$ cat src/rtl/axis_dest_splitter.sv
// axis_dest_splitter: 1:S_COUNT AXI-Stream packet distributor keyed on a head-beat dest field (broadcast option: AXIS_SPLIT_BROADCAST_EN)
module axis_dest_splitter #(
    parameter int S_COUNT    = 4,
    parameter int DATA_WIDTH = 64,
    parameter int DEST_LSB   = 60,
    parameter int DEST_WIDTH = 4
) (
    input  logic                          clk,
    input  logic                          rst_n,
    input  logic                          s_axis_tvalid,
    input  logic [DATA_WIDTH-1:0]         s_axis_tdata,
    input  logic                          s_axis_tlast,
    output logic                          s_axis_tready,
    output logic [S_COUNT-1:0]            m_axis_tvalid,
    output logic [S_COUNT*DATA_WIDTH-1:0] m_axis_tdata,
    output logic [S_COUNT-1:0]            m_axis_tlast,
    input  logic [S_COUNT-1:0]            m_axis_tready,
    output logic [15:0]                   drop_cnt
);
    typedef enum logic [1:0] {IDLE, FWD, DROP} state_t;
    state_t                state;
    logic [S_COUNT-1:0]    sel_q;
    logic [DEST_WIDTH-1:0] dest;
    logic [S_COUNT-1:0]    slot_free;
    logic [S_COUNT-1:0]    head_mask;
    logic [S_COUNT-1:0]    route;
    logic [S_COUNT-1:0]    load;
    logic                  accept;

    assign dest      = s_axis_tdata[DEST_LSB +: DEST_WIDTH];
    assign slot_free = ~m_axis_tvalid | m_axis_tready;

    // decode the head beat's dest into a port mask; empty mask means the packet is dropped
    always_comb begin
        head_mask = '0;
        for (int i = 0; i < S_COUNT; i++) head_mask[i] = (32'(dest) == i);
`ifdef AXIS_SPLIT_BROADCAST_EN
        if (dest == {DEST_WIDTH{1'b1}}) head_mask = '1;
`endif
    end

    // the input may advance only when every slot the beat targets can take it
    always_comb begin
        route         = state == IDLE ? head_mask : state == FWD ? sel_q : '0;
        s_axis_tready = rst_n && &(slot_free | ~route);
        accept        = s_axis_tvalid && s_axis_tready;
        load          = accept ? route : '0;
    end

    // packet tracking: latch the target on the head beat, count drained packets on their tlast
    always_ff @(posedge clk or negedge rst_n) begin
        if (!rst_n) begin
            state    <= IDLE;
            sel_q    <= '0;
            drop_cnt <= '0;
        end else if (accept) begin
            if (state == IDLE && |head_mask) sel_q <= head_mask;
            state <= s_axis_tlast ? IDLE : state == IDLE ? (|head_mask ? FWD : DROP) : state;
            if (s_axis_tlast && route == '0 && drop_cnt != 16'hFFFF) drop_cnt <= drop_cnt + 1'b1;
        end
    end

    // per-port output registers: load a routed beat, otherwise release on the downstream handshake
    always_ff @(posedge clk or negedge rst_n) begin
        if (!rst_n) begin
            m_axis_tvalid <= '0;
            m_axis_tlast  <= '0;
            m_axis_tdata  <= '0;
        end else begin
            for (int i = 0; i < S_COUNT; i++) begin
                if (load[i]) begin
                    m_axis_tvalid[i]                         <= 1'b1;
                    m_axis_tlast[i]                          <= s_axis_tlast;
                    m_axis_tdata[i*DATA_WIDTH +: DATA_WIDTH] <= s_axis_tdata;
                end else if (m_axis_tready[i]) begin
                    m_axis_tvalid[i] <= 1'b0;
                end
            end
        end
    end
endmodule

$ cat config.mk
export PLATFORM = sky130hd
export DESIGN_NAME = axis_dest_splitter
export DESIGN_NICKNAME = d
export VERILOG_FILES = /design/src/rtl/axis_dest_splitter.sv
export SDC_FILE = /design/constraint.sdc
export NUM_CORES = 1
export LEC_CHECK = 0
export CAP_MARGIN = 20
export CORE_MARGIN = 8
export CORE_UTILIZATION = 45
export DETAILED_ROUTE_END_ITERATION = 10
export PLACE_DENSITY = 0.74
export SYNTH_ARGS = -nofsm -noshare
export SYNTH_HDL_FRONTEND = slang
export SYNTH_SLANG_ARGS = --single-unit
$ cat constraint.sdc
create_clock -name clk -period 7.38 [get_ports clk]
set_clock_uncertainty 0.2 [all_clocks]
set_input_delay 1.476 -clock clk [delete_from_list [all_inputs] [get_ports clk]]
set_output_delay 1.476 -clock clk [all_outputs]
set_load 0.05 [all_outputs]
==> results of run 1 <==
[final cells by class]
type	instances	area, sq um
Clock buffer	44	895
Clock inverter	12	190
Fill cell	1776	8310
Inverter	4	15.0
Multi-Input combinational cell	364	3750
Sequential cell	286	7160
Tap cell	324	405
Timing Repair Buffer	361	3600
[sequential cells by signal, summed over array words and instances (netlist names)]
register,flops
sel_q,4
m_axis_tvalid,4
m_axis_tlast,4
drop_cnt,16
state,2
m_axis_tdata,256
[kinds of logic after synthesis]
| family | count (synthesis) |
|---|---|
| AOI/OAI and AO/OA | 15 |
| xor gates and xnor gates | 15 |
| adders and majority gates | 1 |
| DFF | 286 |
| and+or+nand+nor | 68 |
| buffers and inverters | 37 |
| muxes | 265 |
[worst max-delay path by stage]
stage	slack, ps	end	start	depth (start not counted)
final	1820	s_axis_tready	s_axis_tdata[63]	6
after global routing	1670	s_axis_tready	s_axis_tdata[60]	6
after CTS	1810	s_axis_tready	s_axis_tdata[63]	6
after detailed placement	1830	s_axis_tready	s_axis_tdata[63]	6
after global placement	1880	s_axis_tready	s_axis_tdata[63]	6
after floorplan	2240	s_axis_tready	s_axis_tdata[60]	6
[layer usage]
layer,GRT usage (%),up-vias
met3,9.21,41
met5,0,-
met4,4.63,0
met2,31.4,279
met1,23.6,3604
li1,-,3178
[placed cells by master (no fill, tap or decap), types with 4 or more instances in the layout]
| cell type | n |
|---|---|
| xnor2_1 | 5 |
| nand3_1 | 8 |
| clkdlybuf4s50_1 | 351 |
| mux2_1 | 101 |
| nor3_1 | 5 |
| nor2b_1 | 4 |
| xor2_1 | 9 |
| clkbuf_1 | 6 |
| nand4_1 | 8 |
| nor2_1 | 4 |
| dfrtp_1 | 286 |
| clkinv_2 | 5 |
| buf_4 | 9 |
| clkbuf_16 | 31 |
| mux2_2 | 164 |
| clkbuf_8 | 7 |
| nand2_1 | 10 |
| inv_1 | 4 |
| bufinv_16 | 5 |
[power groups by stage]
stage	logic, W	clock network, W	registers (W)
6_report	0.00318	0.00162	0.00228
3_5_place_dp	0.00321	0	0.00231
2_1_floorplan	0.000399	0	0.00389
5_1_grt	0.00330	0.00172	0.00235
4_1_cts	0.00322	0.00165	0.00229
3_3_place_gp	0.00319	0	0.00228
[stage by stage]
step | power (W) | hold WS (ps) | setup WS (ps) | utilization (%)
6_report | 0.00708 | 287 | 1820 | 65.8
4_1_cts | 0.00716 | 293 | 1810 | 65.8
2_1_floorplan | 0.00429 | 294 | 2240 | -
3_3_place_gp | 0.00547 | 272 | 1880 | 61.4
3_5_place_dp | 0.00551 | 280 | 1830 | 61.4
5_1_grt | 0.00736 | 303 | 1670 | 65.8
==> out/results.ini, run 1 <==
[drt]
dr_wl_met2_mm=13.7
wl_per_cell_um=21.5
via_count=7102
remaining_drc_errors=0
wl_met3_mm=3.45
ant_nets=0
wirelength_met1_mm=12.3
first_iter_violations=335
top_layer_used=met4
drt_wl_total_mm=30.0
dr.pass1.iters=6
avgViaCountPerCell=5.09

[yosys]
synth.area.top_cells=dfrtp_1 64%, mux2_2 17%, mux2_1 10%
yosys.area_share.simple_pct=4.25
synthXorXnorAreaFrac_pct=1.24
netlist_area_sq_um=11200
syn_inst=687
syn_nets=760
yosysMostFrequentCell=dfrtp_1
synth_ff_type=dfrtp_1
synth_common_cells=286 x dfrtp_1, 164 x mux2_2, 101 x mux2_1, 16 x buf_6, 11 x buf_2
synth.avg_cell_area_sq_um=16.3
ys_seq_area_share_pct=64.0
synth_area_leader_cell=dfrtp_1
synth_seq_cells=286
yosys_warnings=0
synth_edf_count=0
synth_top_family_by_area=multiplexers
synth.distinct_cells=45
synth.top_cell.area_share_pct=64.0
synth_mux_area_share_pct=26.7
synth_compound_area_share_pct=1.01
synthAdderAreaFrac_pct=0.112
synthArstFlopShare_pct=100

[setup_path]
rrSetupSlack_ps=3700
cp_max_fo=7
crit_buf_inv=2
cp-end-kind=output pin
worstPathCellList=clkdlybuf4s50_1, nor4_2, nand3_1, o2111ai_1, nor3_1, clkdlybuf4s50_1
startpoint_type=input pin
crit_required_ps=5700
cp_top_family=buffers and inverters
arrival_ps=3880
crit_top_cell=clkdlybuf4s50_1
critPathKind=in2out
crit_path_max_incr_delay_ps=740
critPathSlowestCell=clkdlybuf4s50_1
reg2reg_from=state[0]$_DFFE_PN0P_
rr_endpoint=m_axis_tdata[25]$_DFFE_PN0P_
r2r_cells=6

[clocking]
post-cts-setup-buffers=0
cts_tree=done
clk_root_buffer_cell=clkbuf_16
cts_max_level=1
cts_hold_buf=0
clk_pin_slew_ps=60
cts_resized=0
worstSkewPairLatency_ps=540
cts_buffers=30
ctsLongestPathBuffers=3
clock-sinks=286

[timing]
tightestPinTransition_ps=1030
fin_crit_sh_pct=75.3
max-slew-margin-rel_pct=31.2
setup_violations=0
hold_viol_final=0
slew_violations=0
fmax_ghz=0.180
rsz0062_at_grt=no
min_period_ps=5560
setup_tns_ps=0

[power_and_ir_drop]
switching_share_pct=41.8
peakVddDrop_mv=0.294
p_int_w=0.00412
p_per_area_nw_per_um2=442
combPwrFrac_pct=44.9
power.leakage_nw=7.36
p_clk_share_pct=22.8
p_switching_w=0.00296
pwr-share-seq_pct=32.3

[die]
start_util_pct=46.0
die_y_um=174
io-pin-count=353
placementRows=57
fp.dieW_um=174
die_area_sq_um=30100
core_area_sq_um=24300

[place]
place_congestion=0.782
dp_cells=1339
dp_hpwl_mm=21.0
place_area_sq_um=14900
port_buffers=352

[finish]
layout.cells.non_filler=1395
final_net_count=1120
drive_gt1_share_pct=22.0
syn_to_final_growth_pct=43.2
finalInstanceArea_sq_um=16000
n_antenna_cell=0

[hold_path]
whs_endpoint=m_axis_tdata[95]$_DFFE_PN0P_
hp-class=reg2reg
holdPathStages=1
min_from=m_axis_tdata[95]$_DFFE_PN0P_

[grt]
grt_max_degree=102
antenna_found_initial=0
grt_use_total_pct=19.6
grt_overflow=0
grt_pass1_vias=7827
grt_pass1_wl_mm=47.2

[status]
status=finished clean

[job]
maxCapViolations=0

No activity file was read; power rests on OpenSTA's default activity.
==> inputs of run 2 (changes only) <==
Clock period 7.38 ns to 5.25 ns, I/O delays scaled along.
==> run 2 against run 1 <==
Net effect:
- count of clock-buffer cells in the layout rose by 2
- largest power group unchanged
- worst hold slack got worse by 150 ps
- clock power rose by 41%
==> out/results.ini, run 2 (synthesis gave the netlist of run 1 again) <==
[die]
die_area_sq_um=30100  ; unchanged
die_y_um=174  ; unchanged
placementRows=57  ; unchanged
fp.dieW_um=174  ; unchanged
start_util_pct=46.0  ; unchanged
io-pin-count=353  ; unchanged
core_area_sq_um=24300  ; unchanged

[drt]
remaining_drc_errors=0  ; unchanged
dr.pass1.iters=4  ; -2
first_iter_violations=365  ; +9.0%
wl_per_cell_um=21.6  ; +0.45%
drt_wl_total_mm=30.3  ; +0.81%
avgViaCountPerCell=5.10  ; +0.15%
via_count=7138  ; +0.51%
ant_nets=0  ; unchanged

[timing]
setup_tns_ps=0  ; unchanged
max-slew-margin-rel_pct=39.7  ; +8.5 points
hold_viol_final=0  ; unchanged
fmax_ghz=0.246
min_period_ps=4060
layout_setup_ws_ps=1190  ; -638 ps
setup_violations=0  ; unchanged
rsz0062_at_grt=no
fin_crit_sh_pct=77.4
slew_violations=0  ; unchanged
tightestPinTransition_ps=905  ; -127 ps

[setup_path]
crit_required_ps=5470  ; -230 ps
cp_max_fo=34  ; +27
cp-end-kind=flip-flop
critPathKind=in2reg
crit_path_max_incr_delay_ps=790  ; +50 ps
arrival_ps=4280  ; +400 ps
critPathSlowestCell=nand4b_4
worstPathCellList=clkdlybuf4s50_1, and2_1, a32oi_1, o2111a_1, nand4b_4, buf_4, mux2_1
startpoint_type=input pin

[grt]
grt_pass1_vias=7885  ; +0.74%
antenna_found_initial=1  ; +1
grt_use_total_pct=19.8  ; +0.21 points
grt_overflow=0  ; unchanged
grt_pass1_wl_mm=47.5  ; +0.64%
grt_max_degree=79  ; -23%

[place]
place_congestion=0.824  ; +5.4%
port_buffers=352  ; unchanged
dp_hpwl_mm=21.3  ; +1.6%
dp_slack_ps=614  ; -1220 ps

[clocking]
cts_resized=0  ; unchanged
worstSkewPairLatency_ps=540  ; about the same
clock-sinks=286  ; unchanged
cts_max_level=1  ; unchanged
clk_pin_slew_ps=60  ; about the same
cts_hold_buf=0  ; unchanged
cts_tree=done
cts_buffers=30  ; unchanged
clk_root_buffer_cell=clkbuf_16
ctsLongestPathBuffers=3  ; unchanged
post-cts-setup-buffers=0  ; unchanged

[finish]
largest_reg_flops=256  ; unchanged
top_register=m_axis_tdata
fillers=1816  ; +2.3%
final_net_count=1127  ; +0.63%
layout_commonest_cell=clkdlybuf4s50_1
drive_gt1_share_pct=22.4  ; +0.38 points
syn_to_final_growth_pct=44.1
largestRegisters=m_axis_tdata: 256 flops, drop_cnt: 16 flops
layout_common_cells=350 x clkdlybuf4s50_1, 286 x dfrtp_1, 164 x mux2_2

[power_and_ir_drop]
p_per_area_nw_per_um2=619  ; +40%
power.leakage_nw=7.41  ; +0.71%
peakVddDrop_mv=0.425  ; +45%

[status]
status=finished clean

[job]
maxCapViolations=0  ; unchanged

[hold_path]
hp-class=in2async

[run 2: changes by cell type in the layout (fill, tap and decap cells not counted)]
cell,delta
diode_2,+1
clkinvlp_4,-1
clkdlybuf4s50_1,-1
buf_16,+1
clkinv_2,-4
clkbuf_8,+2
buf_12,+2
buf_4,+5
[run 2: layout make-up]
cell class,count,area (sq um),share of cell area [%]
inverters,4,15.0,0.0932
flip-flops and latches,286,7160,44.4
repair buffers,368,3690,22.9
diodes,1,2.50,0.0155
well taps,324,405,2.52
multi-input cells,364,3750,23.3
clock buffers,46,922,5.73
clock inverters,7,163,1.01
[run 2: routing by layer]
layer,up-vias,global-route usage [%],routed length [um]
met5,-,0,13
met4,2,5.20,639
met3,41,9.65,3680
met2,280,32.3,14000
met1,3625,22.9,11900
li1,3190,-,-
[run 2: worst paths after layout]
| check | start | endpoint | slack, ps | cells after the start |
|---|---|---|---|---|
| setup / recovery | s_axis_tdata[61] | m_axis_tdata[216]$_DFFE_PN0P_ | 1190 | 7 |
| max in group asynchronous | rst_n | m_axis_tdata[182]$_DFFE_PN0P_ | 2790 | 3 |
| min in group clk | m_axis_tdata[12]$_DFFE_PN0P_ | m_axis_tdata[12]$_DFFE_PN0P_ | 290 | 1 |
| setup reg to reg | state[0]$_DFFE_PN0P_ | m_axis_tdata[216]$_DFFE_PN0P_ | 1800 | 6 |
| hold reg to reg | m_axis_tdata[12]$_DFFE_PN0P_ | m_axis_tdata[12]$_DFFE_PN0P_ | 290 | 1 |
| hold / removal | rst_n | m_axis_tdata[148]$_DFFE_PN0P_ | 140 | 1 |
[run 2: where the power goes]
part	switching [W]	internal, W	total (W)
sequential	0.000357	0.00285	0.00321
clock	0.000836	0.00144	0.00228
combinational	0.00296	0.00152	0.00448
[run 2: worst max-delay path, delay by kind of cell]
kind / cells / cell delay (ps)
multiplexers: 1 / 330
buffers and inverters: 2 / 1020
AO/OA/AOI/OAI: 2 / 850
AND/OR/NAND/NOR: 2 / 1020
[run 2: per-stage QoR]
step                      hold WS, ps  power [W]  utilization [%]  cell area (sq um)  instances
after detailed placement          280    0.00776             61.6              15000       1345
after CTS                         117     0.0101             66.1              16100       1398
after global placement            272    0.00769             61.6              15000       1345
after global routing              131     0.0104             66.2              16100       1399
after floorplan                   294    0.00603                -              11200        687
final                             142    0.00997             66.2              16100       1400
